==> src/rtl/sd_init_sequencer.sv <==
// sd_init_sequencer: SPI-mode SD card power-up initialisation.
// Drives a byte-exchange SPI engine through ByteStart/ByteDone: dummy clocks with CS high,
// CMD0, optional CMD8 + R7 check, then the CMD55/ACMD41 loop until the card leaves idle.
// Build option: define SD_CMD8_EN to include the CMD8 step, R7READ and CardV2 detection.
//
// state  | meaning
// IDLE   | after reset, waiting for Start
// DUMMY  | sending DUMMY_BYTES x 0xFF with CS high
// CMD    | sending the 6-byte command frame with CS low
// R1POLL | clocking 0xFF until an R1 byte (bit7 = 0) or poll limit
// R7READ | reading the 4 trailing R7 bytes of CMD8
// GAP    | one 0xFF with CS high between commands
// DONE   | card initialised, CS high, waiting for Start
// ERR    | init failed, CS high, waiting for Start
module sd_init_sequencer #(
    parameter int DUMMY_BYTES      = 10,
    parameter int R1_POLL_MAX      = 8,
    parameter int ACMD41_RETRY_MAX = 1000
) (
    input  logic       MasterCLK,
    input  logic       Reset,
    input  logic       Start,
    output logic       Busy,
    output logic       Done,
    output logic       Error,
    output logic [2:0] ErrorCode,
    output logic       CardV2,
    output logic       SPI_CS,
    output logic       ByteStart,
    output logic [7:0] ByteTx,
    input  logic [7:0] ByteRx,
    input  logic       ByteDone
);

    // The shared byte counter must cover dummy bytes, poll count and the 6-byte frame.
    localparam int CNT_A   = (DUMMY_BYTES > R1_POLL_MAX) ? DUMMY_BYTES : R1_POLL_MAX;
    localparam int CNT_MAX = (CNT_A > 6) ? CNT_A : 6;
    localparam int CW      = $clog2(CNT_MAX + 1);
    localparam int RW      = $clog2(ACMD41_RETRY_MAX + 1);

    typedef enum logic [2:0] {
        IDLE, DUMMY, CMD, R1POLL, R7READ, GAP, DONE, ERR
    } state_t;

    typedef enum logic [1:0] {
        CMD0, CMD8, CMD55, CMD41
    } cmd_t;

    state_t        state_q, state_d;
    cmd_t          cmd_q, cmd_d;
    logic [CW-1:0] cnt_q, cnt_d;
    logic [RW-1:0] retry_q, retry_d;
    logic          pend_q, pend_d;
    logic          fin_q, fin_d;
    logic          busy_q, busy_d;
    logic          done_q, done_d;
    logic          error_q, error_d;
    logic [2:0]    code_q, code_d;
    logic          cs_q, cs_d;
    logic          bstart_q, bstart_d;
    logic [7:0]    btx_q, btx_d;
`ifdef SD_CMD8_EN
    logic          cardv2_q, cardv2_d;
    logic          r7_ok_q, r7_ok_d;
`endif

    logic          xfer_done;
    logic [RW:0]   attempts;
    logic [5:0]    cmd_idx;
    logic [31:0]   cmd_arg;
    logic [7:0]    cmd_crc;
    logic [7:0]    tx_byte;

    // Byte to put on the wire for the current state/position; only CMD sends non-0xFF.
    always_comb begin
        cmd_idx = 6'd0;
        cmd_arg = 32'h0000_0000;
        cmd_crc = 8'h01;
        tx_byte = 8'hFF;
        case (cmd_q)
            CMD0: cmd_crc = 8'h95;
            CMD8: begin
                cmd_idx = 6'd8;
                cmd_arg = 32'h0000_01AA;
                cmd_crc = 8'h87;
            end
            CMD55: cmd_idx = 6'd55;
            CMD41: begin
                cmd_idx = 6'd41;
`ifdef SD_CMD8_EN
                cmd_arg = cardv2_q ? 32'h4000_0000 : 32'h0000_0000;
`endif
            end
            default: ;
        endcase
        if (state_q == CMD) begin
            case (cnt_q)
                CW'(0):  tx_byte = {2'b01, cmd_idx};
                CW'(1):  tx_byte = cmd_arg[31:24];
                CW'(2):  tx_byte = cmd_arg[23:16];
                CW'(3):  tx_byte = cmd_arg[15:8];
                CW'(4):  tx_byte = cmd_arg[7:0];
                CW'(5):  tx_byte = cmd_crc;
                default: tx_byte = 8'hFF;
            endcase
        end
    end

    // Sequencing: advance only on the ByteDone of our own outstanding exchange.
    always_comb begin
        state_d  = state_q;
        cmd_d    = cmd_q;
        cnt_d    = cnt_q;
        retry_d  = retry_q;
        pend_d   = pend_q;
        fin_d    = fin_q;
        busy_d   = busy_q;
        done_d   = done_q;
        error_d  = error_q;
        code_d   = code_q;
        bstart_d = 1'b0;
        btx_d    = btx_q;
`ifdef SD_CMD8_EN
        cardv2_d = cardv2_q;
        r7_ok_d  = r7_ok_q;
`endif
        xfer_done = pend_q & ByteDone;
        attempts  = {1'b0, retry_q} + (RW + 1)'(1);

        if (xfer_done) begin
            pend_d = 1'b0;
        end

        case (state_q)
            IDLE, DONE, ERR: begin
                if (Start) begin
                    state_d = DUMMY;
                    cmd_d   = CMD0;
                    cnt_d   = '0;
                    retry_d = '0;
                    pend_d  = 1'b0;
                    fin_d   = 1'b0;
                    busy_d  = 1'b1;
                    done_d  = 1'b0;
                    error_d = 1'b0;
                    code_d  = 3'd0;
`ifdef SD_CMD8_EN
                    cardv2_d = 1'b0;
`endif
                end
            end
            DUMMY: begin
                if (xfer_done) begin
                    if (cnt_q == CW'(DUMMY_BYTES - 1)) begin
                        state_d = CMD;
                        cmd_d   = CMD0;
                        cnt_d   = '0;
                    end else begin
                        cnt_d = cnt_q + CW'(1);
                    end
                end
            end
            CMD: begin
                if (xfer_done) begin
                    if (cnt_q == CW'(5)) begin
                        state_d = R1POLL;
                        cnt_d   = '0;
                    end else begin
                        cnt_d = cnt_q + CW'(1);
                    end
                end
            end
            R1POLL: begin
                if (xfer_done) begin
                    if (!ByteRx[7]) begin
                        cnt_d = '0;
                        case (cmd_q)
                            CMD0: begin
                                if (ByteRx == 8'h01) begin
                                    state_d = GAP;
`ifdef SD_CMD8_EN
                                    cmd_d = CMD8;
`else
                                    cmd_d = CMD55;
`endif
                                end else begin
                                    state_d = ERR;
                                    error_d = 1'b1;
                                    busy_d  = 1'b0;
                                    code_d  = 3'd1;
                                end
                            end
`ifdef SD_CMD8_EN
                            CMD8: begin
                                if (ByteRx == 8'h05) begin
                                    cardv2_d = 1'b0;
                                    state_d  = GAP;
                                    cmd_d    = CMD55;
                                end else if (ByteRx == 8'h01) begin
                                    state_d = R7READ;
                                    r7_ok_d = 1'b1;
                                end else begin
                                    state_d = ERR;
                                    error_d = 1'b1;
                                    busy_d  = 1'b0;
                                    code_d  = 3'd2;
                                end
                            end
`endif
                            CMD55: begin
                                state_d = GAP;
                                cmd_d   = CMD41;
                            end
                            CMD41: begin
                                // Attempt counter saturates; it never wraps.
                                if (retry_q != RW'(ACMD41_RETRY_MAX)) begin
                                    retry_d = attempts[RW-1:0];
                                end
                                if (ByteRx == 8'h00) begin
                                    state_d = GAP;
                                    fin_d   = 1'b1;
                                end else if (ByteRx == 8'h01) begin
                                    if (attempts >= (RW + 1)'(ACMD41_RETRY_MAX)) begin
                                        state_d = ERR;
                                        error_d = 1'b1;
                                        busy_d  = 1'b0;
                                        code_d  = 3'd5;
                                    end else begin
                                        state_d = GAP;
                                        cmd_d   = CMD55;
                                    end
                                end else begin
                                    state_d = ERR;
                                    error_d = 1'b1;
                                    busy_d  = 1'b0;
                                    code_d  = 3'd4;
                                end
                            end
                            default: ;
                        endcase
                    end else if (cnt_q == CW'(R1_POLL_MAX - 1)) begin
                        state_d = ERR;
                        error_d = 1'b1;
                        busy_d  = 1'b0;
                        code_d  = 3'd3;
                        cnt_d   = '0;
                    end else begin
                        cnt_d = cnt_q + CW'(1);
                    end
                end
            end
`ifdef SD_CMD8_EN
            R7READ: begin
                if (xfer_done) begin
                    if (cnt_q == CW'(2) && ByteRx[3:0] != 4'h1) begin
                        r7_ok_d = 1'b0;
                    end
                    if (cnt_q == CW'(3)) begin
                        cnt_d = '0;
                        if (r7_ok_q && ByteRx == 8'hAA) begin
                            cardv2_d = 1'b1;
                            state_d  = GAP;
                            cmd_d    = CMD55;
                        end else begin
                            state_d = ERR;
                            error_d = 1'b1;
                            busy_d  = 1'b0;
                            code_d  = 3'd2;
                        end
                    end else begin
                        cnt_d = cnt_q + CW'(1);
                    end
                end
            end
`endif
            GAP: begin
                if (xfer_done) begin
                    cnt_d = '0;
                    if (fin_q) begin
                        state_d = DONE;
                        done_d  = 1'b1;
                        busy_d  = 1'b0;
                        fin_d   = 1'b0;
                    end else begin
                        state_d = CMD;
                    end
                end
            end
            default: ;
        endcase

        // One exchange at a time: a new byte is launched only once the previous one completed.
        if ((state_q == DUMMY || state_q == CMD || state_q == R1POLL ||
             state_q == R7READ || state_q == GAP) && !pend_q) begin
            bstart_d = 1'b1;
            btx_d    = tx_byte;
            pend_d   = 1'b1;
        end

        cs_d = !(state_d == CMD || state_d == R1POLL || state_d == R7READ);
    end

    // State and output registers with synchronous reset.
    always_ff @(posedge MasterCLK) begin
        if (Reset) begin
            state_q  <= IDLE;
            cmd_q    <= CMD0;
            cnt_q    <= '0;
            retry_q  <= '0;
            pend_q   <= 1'b0;
            fin_q    <= 1'b0;
            busy_q   <= 1'b0;
            done_q   <= 1'b0;
            error_q  <= 1'b0;
            code_q   <= 3'd0;
            cs_q     <= 1'b1;
            bstart_q <= 1'b0;
            btx_q    <= 8'hFF;
`ifdef SD_CMD8_EN
            cardv2_q <= 1'b0;
            r7_ok_q  <= 1'b0;
`endif
        end else begin
            state_q  <= state_d;
            cmd_q    <= cmd_d;
            cnt_q    <= cnt_d;
            retry_q  <= retry_d;
            pend_q   <= pend_d;
            fin_q    <= fin_d;
            busy_q   <= busy_d;
            done_q   <= done_d;
            error_q  <= error_d;
            code_q   <= code_d;
            cs_q     <= cs_d;
            bstart_q <= bstart_d;
            btx_q    <= btx_d;
`ifdef SD_CMD8_EN
            cardv2_q <= cardv2_d;
            r7_ok_q  <= r7_ok_d;
`endif
        end
    end

    assign Busy      = busy_q;
    assign Done      = done_q;
    assign Error     = error_q;
    assign ErrorCode = code_q;
    assign SPI_CS    = cs_q;
    assign ByteStart = bstart_q;
    assign ByteTx    = btx_q;
`ifdef SD_CMD8_EN
    assign CardV2    = cardv2_q;
`else
    assign CardV2    = 1'b0;
`endif

endmodule

==> config.mk <==
export PLATFORM = sky130hd
export DESIGN_NAME = sd_init_sequencer
export DESIGN_NICKNAME = d
export VERILOG_FILES = /design/src/rtl/sd_init_sequencer.sv
export SDC_FILE = /design/constraint.sdc
export NUM_CORES = 1
export LEC_CHECK = 0
export ABC_AREA = 1
export BUFFER_PORTS_ARGS = -buffer_cell sky130_fd_sc_hd__buf_2
export CORE_ASPECT_RATIO = 0.8
export CORE_MARGIN = 4
export CORE_UTILIZATION = 58
export DETAILED_ROUTE_END_ITERATION = 12
export GPL_ROUTABILITY_DRIVEN = 0
export PLACE_DENSITY = 0.89
export SYNTH_ARGS = -nofsm -noshare
export SYNTH_HDL_FRONTEND = slang
export SYNTH_SLANG_ARGS = --single-unit
==> constraint.sdc <==
create_clock -name MasterCLK -period 2.4 [get_ports MasterCLK]
set_clock_uncertainty 0.1 [all_clocks]
set_input_delay 0.48 -clock MasterCLK [delete_from_list [all_inputs] [get_ports MasterCLK]]
set_output_delay 0.48 -clock MasterCLK [all_outputs]
set_load 0.005 [all_outputs]
Word-level counts from Yosys, hierarchy flattened
Index checks and enable logic that the tools add are counted.
{"block": "word_totals", "in_bits": 12, "elab_cells": 180, "regBits": 37, "out_inout_bits": 17}
{"block": "classes", "bitwise_logic": 1, "mux": 94, "n_lt_le_gt_ge": 1, "n_eq_ne": 43, "add_sub_neg": 2, "reduce_logical": 26}
{"cell": "$mux 3", "n": 20}
{"cell": "$mux 10", "n": 5}
{"cell": "$pmux 8 s6", "n": 1}
{"cell": "$mux 4", "n": 9}
{"cell": "$mux 1", "n": 30}
{"cell": "$mux 2", "n": 11}
{"cell": "$ne 2x2->1 const B", "n": 10}
{"cell": "$pmux 10 s2", "n": 1}
{"cell": "$pmux 4 s5", "n": 1}
{"cell": "$pmux 6 s3", "n": 1}
{"cell": "$pmux 8 s2", "n": 1}
{"cell": "$eq 3x3->1 const B", "n": 5}
{"cell": "$ne 3x3->1 const B", "n": 5}
{"cell": "$pmux 3 s5", "n": 1}
{"cell": "$eq 3x2->1 const B", "n": 4}
{"cell": "$eq 4x3->1 const B", "n": 3}
{"cell": "$pmux 2 s3", "n": 2}
{"cell": "$pmux 3 s2", "n": 2}
{"cell": "$reduce_and 6->1", "n": 2}
{"cell": "$add 10x1->11 const B", "n": 1}
{"cell": "$ge 11x10->1 const B", "n": 1}
{"cell": "$reduce_and 11->1", "n": 1}
{"cell": "$ne 10x10->1 const B", "n": 1}
{"cell": "$reduce_and 10->1", "n": 1}
{"cell": "33 further kinds", "n": 48}

Longest topological paths before layout
{"block": "depth", "ltp_word": 13, "ltp_mapped": 18, "mapped_depth_nobuf": 18}

Worst setup path before layout
Ideal clock, no wire load.
{"block": "synth_timing", "path_kind": "in2reg", "from": "input port ByteRx[3]", "to": "register cmd_q[1]", "setup_time_ns": 0.115, "stages": 8, "arrival_time_ns": 1.614, "required_time_ns": 2.185, "path_slack_ns": 0.572, "n_path_buf": 0, "path_cell_list": "or2_1 nor4_2 nand2_1 nand3_1 nor2_2 nand2_1 nor2_1 o21a_1"}
{"block": "synth_via", "elab_chain_cells": 3, "elab_cells_between_ends": 6, "classes_between": "eq/ne: 4; reduce/logical: 2"}
{"item": "start: declaration", "line_no": "31", "rtl": "input logic [7:0] ByteRx,"}
{"item": "$eq 8x1->1 or $logic_not 8->1 (tied branches)", "line_no": "179, 222, 219"}
{"item": "$ne 3x3->1 (no source line)"}
{"item": "$reduce_and 11->1 (no source line) (*)"}
{"item": "end signal: assignment", "line_no": "325", "rtl": "cmd_q <= cmd_d;"}
{"item": "end: declaration", "line_no": "50", "rtl": "cmd_t cmd_q, cmd_d;"}
Mark *: on every way between the ends. The rest lies on a longest branch, timed or not.
A chain may end at the register's enable or synchronous reset.

Worst setup path after layout
{"block": "layout_timing", "from": "register state_q[1]", "to": "register cmd_q[1]"}
{"block": "layout_via", "elab_chain_cells": 4, "elab_cells_between_ends": 19, "classes_between": "eq/ne: 14; mux: 1; reduce/logical: 4"}
{"item": "start: declaration", "line_no": "49", "rtl": "state_t state_q, state_d;"}
{"item": "start signal: assignment", "line_no": "324", "rtl": "state_q <= state_d;"}
{"item": "$eq 3x3->1 or $logic_not 3->1 (tied branches)", "line_no": "134", "rtl": "case (state_q)"}
{"item": "$reduce_or 3->1", "line_no": "134"}
{"item": "$ne 2x2->1 (no source line) or $reduce_bool 3->1 (tied branches)"}
{"item": "$reduce_and 11->1 (no source line)"}
Parallel ways exist; a longest one is shown, timed or not.

==> results by stage <==
Global routing:
- The number of global-route vias before repair is 2268.
- The first global-routing pass estimated 10.1 mm of wire.
- For this run the aggregate overflow at the end of global routing stands at 0.
- The largest net degree at the start of global routing is 30.
- The combined global-route utilization of all metal layers is 0.241.
- The initial antenna violation count is 0.

Die:
- The die area is 0.00528 mm2.
- During I/O placement, the number of pins put on the boundary was 29.
- The placeable core region is 0.00390 mm2.
- The site row count is 20.
- For this configuration, the core starts out at a cell density of 0.621.
- The floorplan die height is 65.8 um.
- Measured along the x axis, the die boundary spans 80.3 um.

Power:
- The share of total power dissipated in the clock network is 0.379.
- The worst-case IR drop observed on VDD is 0.387 mV.
- The total power density per cell area is 481 mW/mm2.
- The proportion of power drawn by combinational gates is 0.130.
- The proportion of total power due to net switching is 0.273.
- The analysis attributes to net switching a power of 0.353 mW.
- The reported leakage power is 1.14 nW.
- The internal power contribution is 0.939 mW.
- The fraction of power consumed by sequential logic is 0.491.

Drt:
- The highest metal layer with signal wires is met4.
- In the final routing, the length of wire on met1 measures 2.81 mm.
- The aggregate routed wire length is 5.75 mm.
- The number of optimization iterations in the first detailed-route pass is 5.
- Summed over all nets, wire length on met3 after detailed routing comes to 485 um.
- In this run the remaining antenna-violating nets after routing total 0.
- After detailed routing, the average wire length per cell comes to 12.8 um.
- In the routed layout, each cell is associated on average with a via count of 5.55.
- The DRC violation total after the first TritonRoute iteration is 215.
- The count of vias placed by the detailed router is 2497.
- The final routed DRC violation total is 0.
- The met2 layer wire length in the routed design is 2.38 mm.

Setup path:
- STA puts the critical path data arrival time at 2.22 ns.
- The start-to-end type of the worst setup path is register to register.
- The critical path capture point type is a register.
- The nature of the critical path startpoint is a register.
- The largest fanout of any net on the critical path is 12.
- The worst endpoint required time is 2.49 ns.

Synth:
- The netlist uses 39 different library cells.
- The total of flip-flops plus latches after synthesis is 37.
- The sequential fraction of the synthesis area is 0.306.
- The post-synthesis average cell area is 6.62 um2.
- In this run, synthesis inferred 0 flip-flops with an integrated enable.
- The most used flip-flop cell after synthesis is dfxtp_1.
- Synthesis produced a netlist whose cell count is 366.
- In this run the cell area of the synthesized design comes to 0.00242 mm2.
- The total number of yosys warnings is 0.
- Synthesis produced a netlist with a net count of 390.
- Of all flip-flops after synthesis, the portion carrying an async set or reset was 0.

Place:
- The total placed instance area is 0.00259 mm2.
- The post-DP HPWL is 4.42 mm.
- Input and output buffers added on the ports amount to 27.

Min path:
- The class of the tightest hold or removal check is register to register.

Finish:
- For this run, the share of the core covered by cells in the final layout is 0.689.
- The post-layout instance area is 0.00269 mm2.
- The signed area change from the synthesized netlist to the final layout is 11.1%.
- The number of nets in the layout is 418.
- The number of antenna repair diodes is 0.
- In the final layout, the share of cells above drive strength 1 is 0.154.

CTS:
- TritonCTS built the clock tree.
- Buffers inserted during clock tree synthesis total 5.
- The longest clock path from root to sink contains 2 buffers.
- The cell sitting at the root of the clock tree is a clkbuf_8.
- The H-tree depth is 2.
- The number of gates resized after cts is 0.
- The clock drives 37 sinks.
- The clock insertion delay at the later pin of the skew report is 0.30 ns.
- After clock tree synthesis, the clock-pin slew on the worst setup and hold paths is 0.08 ns.
- The post-CTS setup repair buffer count is 0.
- The number of hold buffers added after cts is 0.

STA:
- The worst hold-check slack is 0.363 ns.
- The highest clock frequency the design can meet is 0.469 GHz.
- The count of pins over their slew limit is 0.
- Setup violations remaining at the end of the flow were counted as 0.
- The tightest slew margin relative to the limit is 0.649.
- The post-route fraction of the period consumed by the critical path is 0.889.
- For the pin with the worst max-slew slack, the measured transition is 0.527 ns.
- In the final timing run, aggregate negative setup slack is 0 ns.
- The shortest period the worst path allows is 2.13 ns.
- Setup repair after global routing left no endpoint under its margin.
- The final hold violation count is 0.

Run:
- The tool flagged a number of max-cap violations equal to 0.

Run status:
- The run finished with clean final reports.
## layout by cell type, fill, tap and decap left out, types with 5 or more instances in the layout
cell	Yosys	routed
dfxtp_1	37	37
clkbuf_8	0	7
o22ai_1	5	5
nand2_1	77	77
inv_1	48	48
nor2_2	7	7
a21oi_1	32	32
nand3_1	22	22
nor3_1	14	14
ha_1	12	12
buf_2	0	27
o21ai_0	13	13
nor2_1	42	42
a22oi_1	5	5
inv_2	6	6
## layer usage
| metal | up-vias | global-route usage |
|---|---|---|
| met2 | 100 | 0.358 |
| met5 | - | 0 |
| met3 | 11 | 0.0518 |
| met4 | 0 | 0.0738 |
| li1 | 1275 | - |
| met1 | 1111 | 0.346 |
## layout make-up
cell class | instances | area [um2]
Timing Repair Buffer | 27 | 135
Tap cell | 55 | 68.8
Fill cell | 365 | 1210
Sequential cell | 37 | 741
Clock inverter | 1 | 5.00
Multi-Input combinational cell | 269 | 1440
Inverter | 54 | 203
Clock buffer | 7 | 96.3
## cells in the mapped netlist, types with 2 or more instances
master | instances | share of area
ha_1 | 12 | 0.062
nand3b_1 | 3 | 0.0093
nor4_1 | 2 | 0.0052
o21ai_1 | 2 | 0.0041
a22oi_1 | 5 | 0.015
o22ai_1 | 5 | 0.013
a21oi_1 | 32 | 0.066
nand4_1 | 3 | 0.0077
o211ai_1 | 3 | 0.0093
inv_2 | 6 | 0.0093
nand3_1 | 22 | 0.045
nand2_1 | 77 | 0.12
nor3_1 | 14 | 0.029
buf_4 | 2 | 0.0062
a41oi_1 | 2 | 0.0072
nand4_2 | 2 | 0.010
o21ai_0 | 13 | 0.027
a32oi_1 | 3 | 0.011
nor2_1 | 42 | 0.065
inv_1 | 48 | 0.074
a211oi_1 | 2 | 0.0062
nor2_2 | 7 | 0.018
dfxtp_1 | 37 | 0.31
clkbuf_1 | 3 | 0.0046
nand2_2 | 3 | 0.0077
or2_2 | 2 | 0.0052
nor3_2 | 2 | 0.0083
## through the flow
step | instances | total power [mW] | setup WS [ns]
finish | 450 | 1.29 | 0.266
global route | 450 | 1.35 | 0.0187
CTS | 450 | 1.29 | 0.277
detailed placement | 442 | 0.814 | 0.286
global placement | 442 | 0.811 | 0.298
floorplan | 366 | 0.770 | 0.572
## worst paths after layout
kind         startpoint        to  slack (ns)  cells after the start
min reg2reg       Error     Error        0.36                      2
max reg2reg  state_q[1]  cmd_q[1]        0.27                     12
max          state_q[1]  cmd_q[1]        0.27                     12
min               Error     Error        0.36                      2
## registers in the layout, summed over array words and instances, names as in the netlist, 2 cells and up
signal / count
retry_q: 10
ByteTx: 8
cnt_q: 4
ErrorCode: 3
state_q: 3
cmd_q: 2
## worst max-delay path: stages (launching register included)
cell	delay [ns]
dfxtp_1	0.39
inv_2	0.06
nor2_2	0.11
inv_2	0.07
nor2_4	0.25
inv_2	0.18
nor2_2	0.20
nand2_1	0.13
nand3_1	0.14
nor2_2	0.05
nand2_1	0.08
nor2_1	0.07
o21a_1	0.19
## kinds of logic (layout without fill, tap and decap cells)
logic type | after synthesis | in the layout | synth area share
buffers and inverters | 60 | 89 | 0.0992
other | 1 | 1 | 0.00155
adder cells (fa/ha/maj) | 12 | 12 | 0.0620
AND/OR/NAND/NOR | 184 | 184 | 0.355
AO/OA/AOI/OAI | 72 | 72 | 0.176
flip-flops | 37 | 37 | 0.306
## power by group through the flow
stage	logic (mW)	clock network [mW]	registers (mW)
floorplan	0.121	0	0.649
global placement	0.163	0	0.649
detailed placement	0.165	0	0.649
CTS	0.166	0.493	0.635
global route	0.192	0.523	0.636
finish	0.169	0.489	0.635
Power figures use the tool's default switching activity.
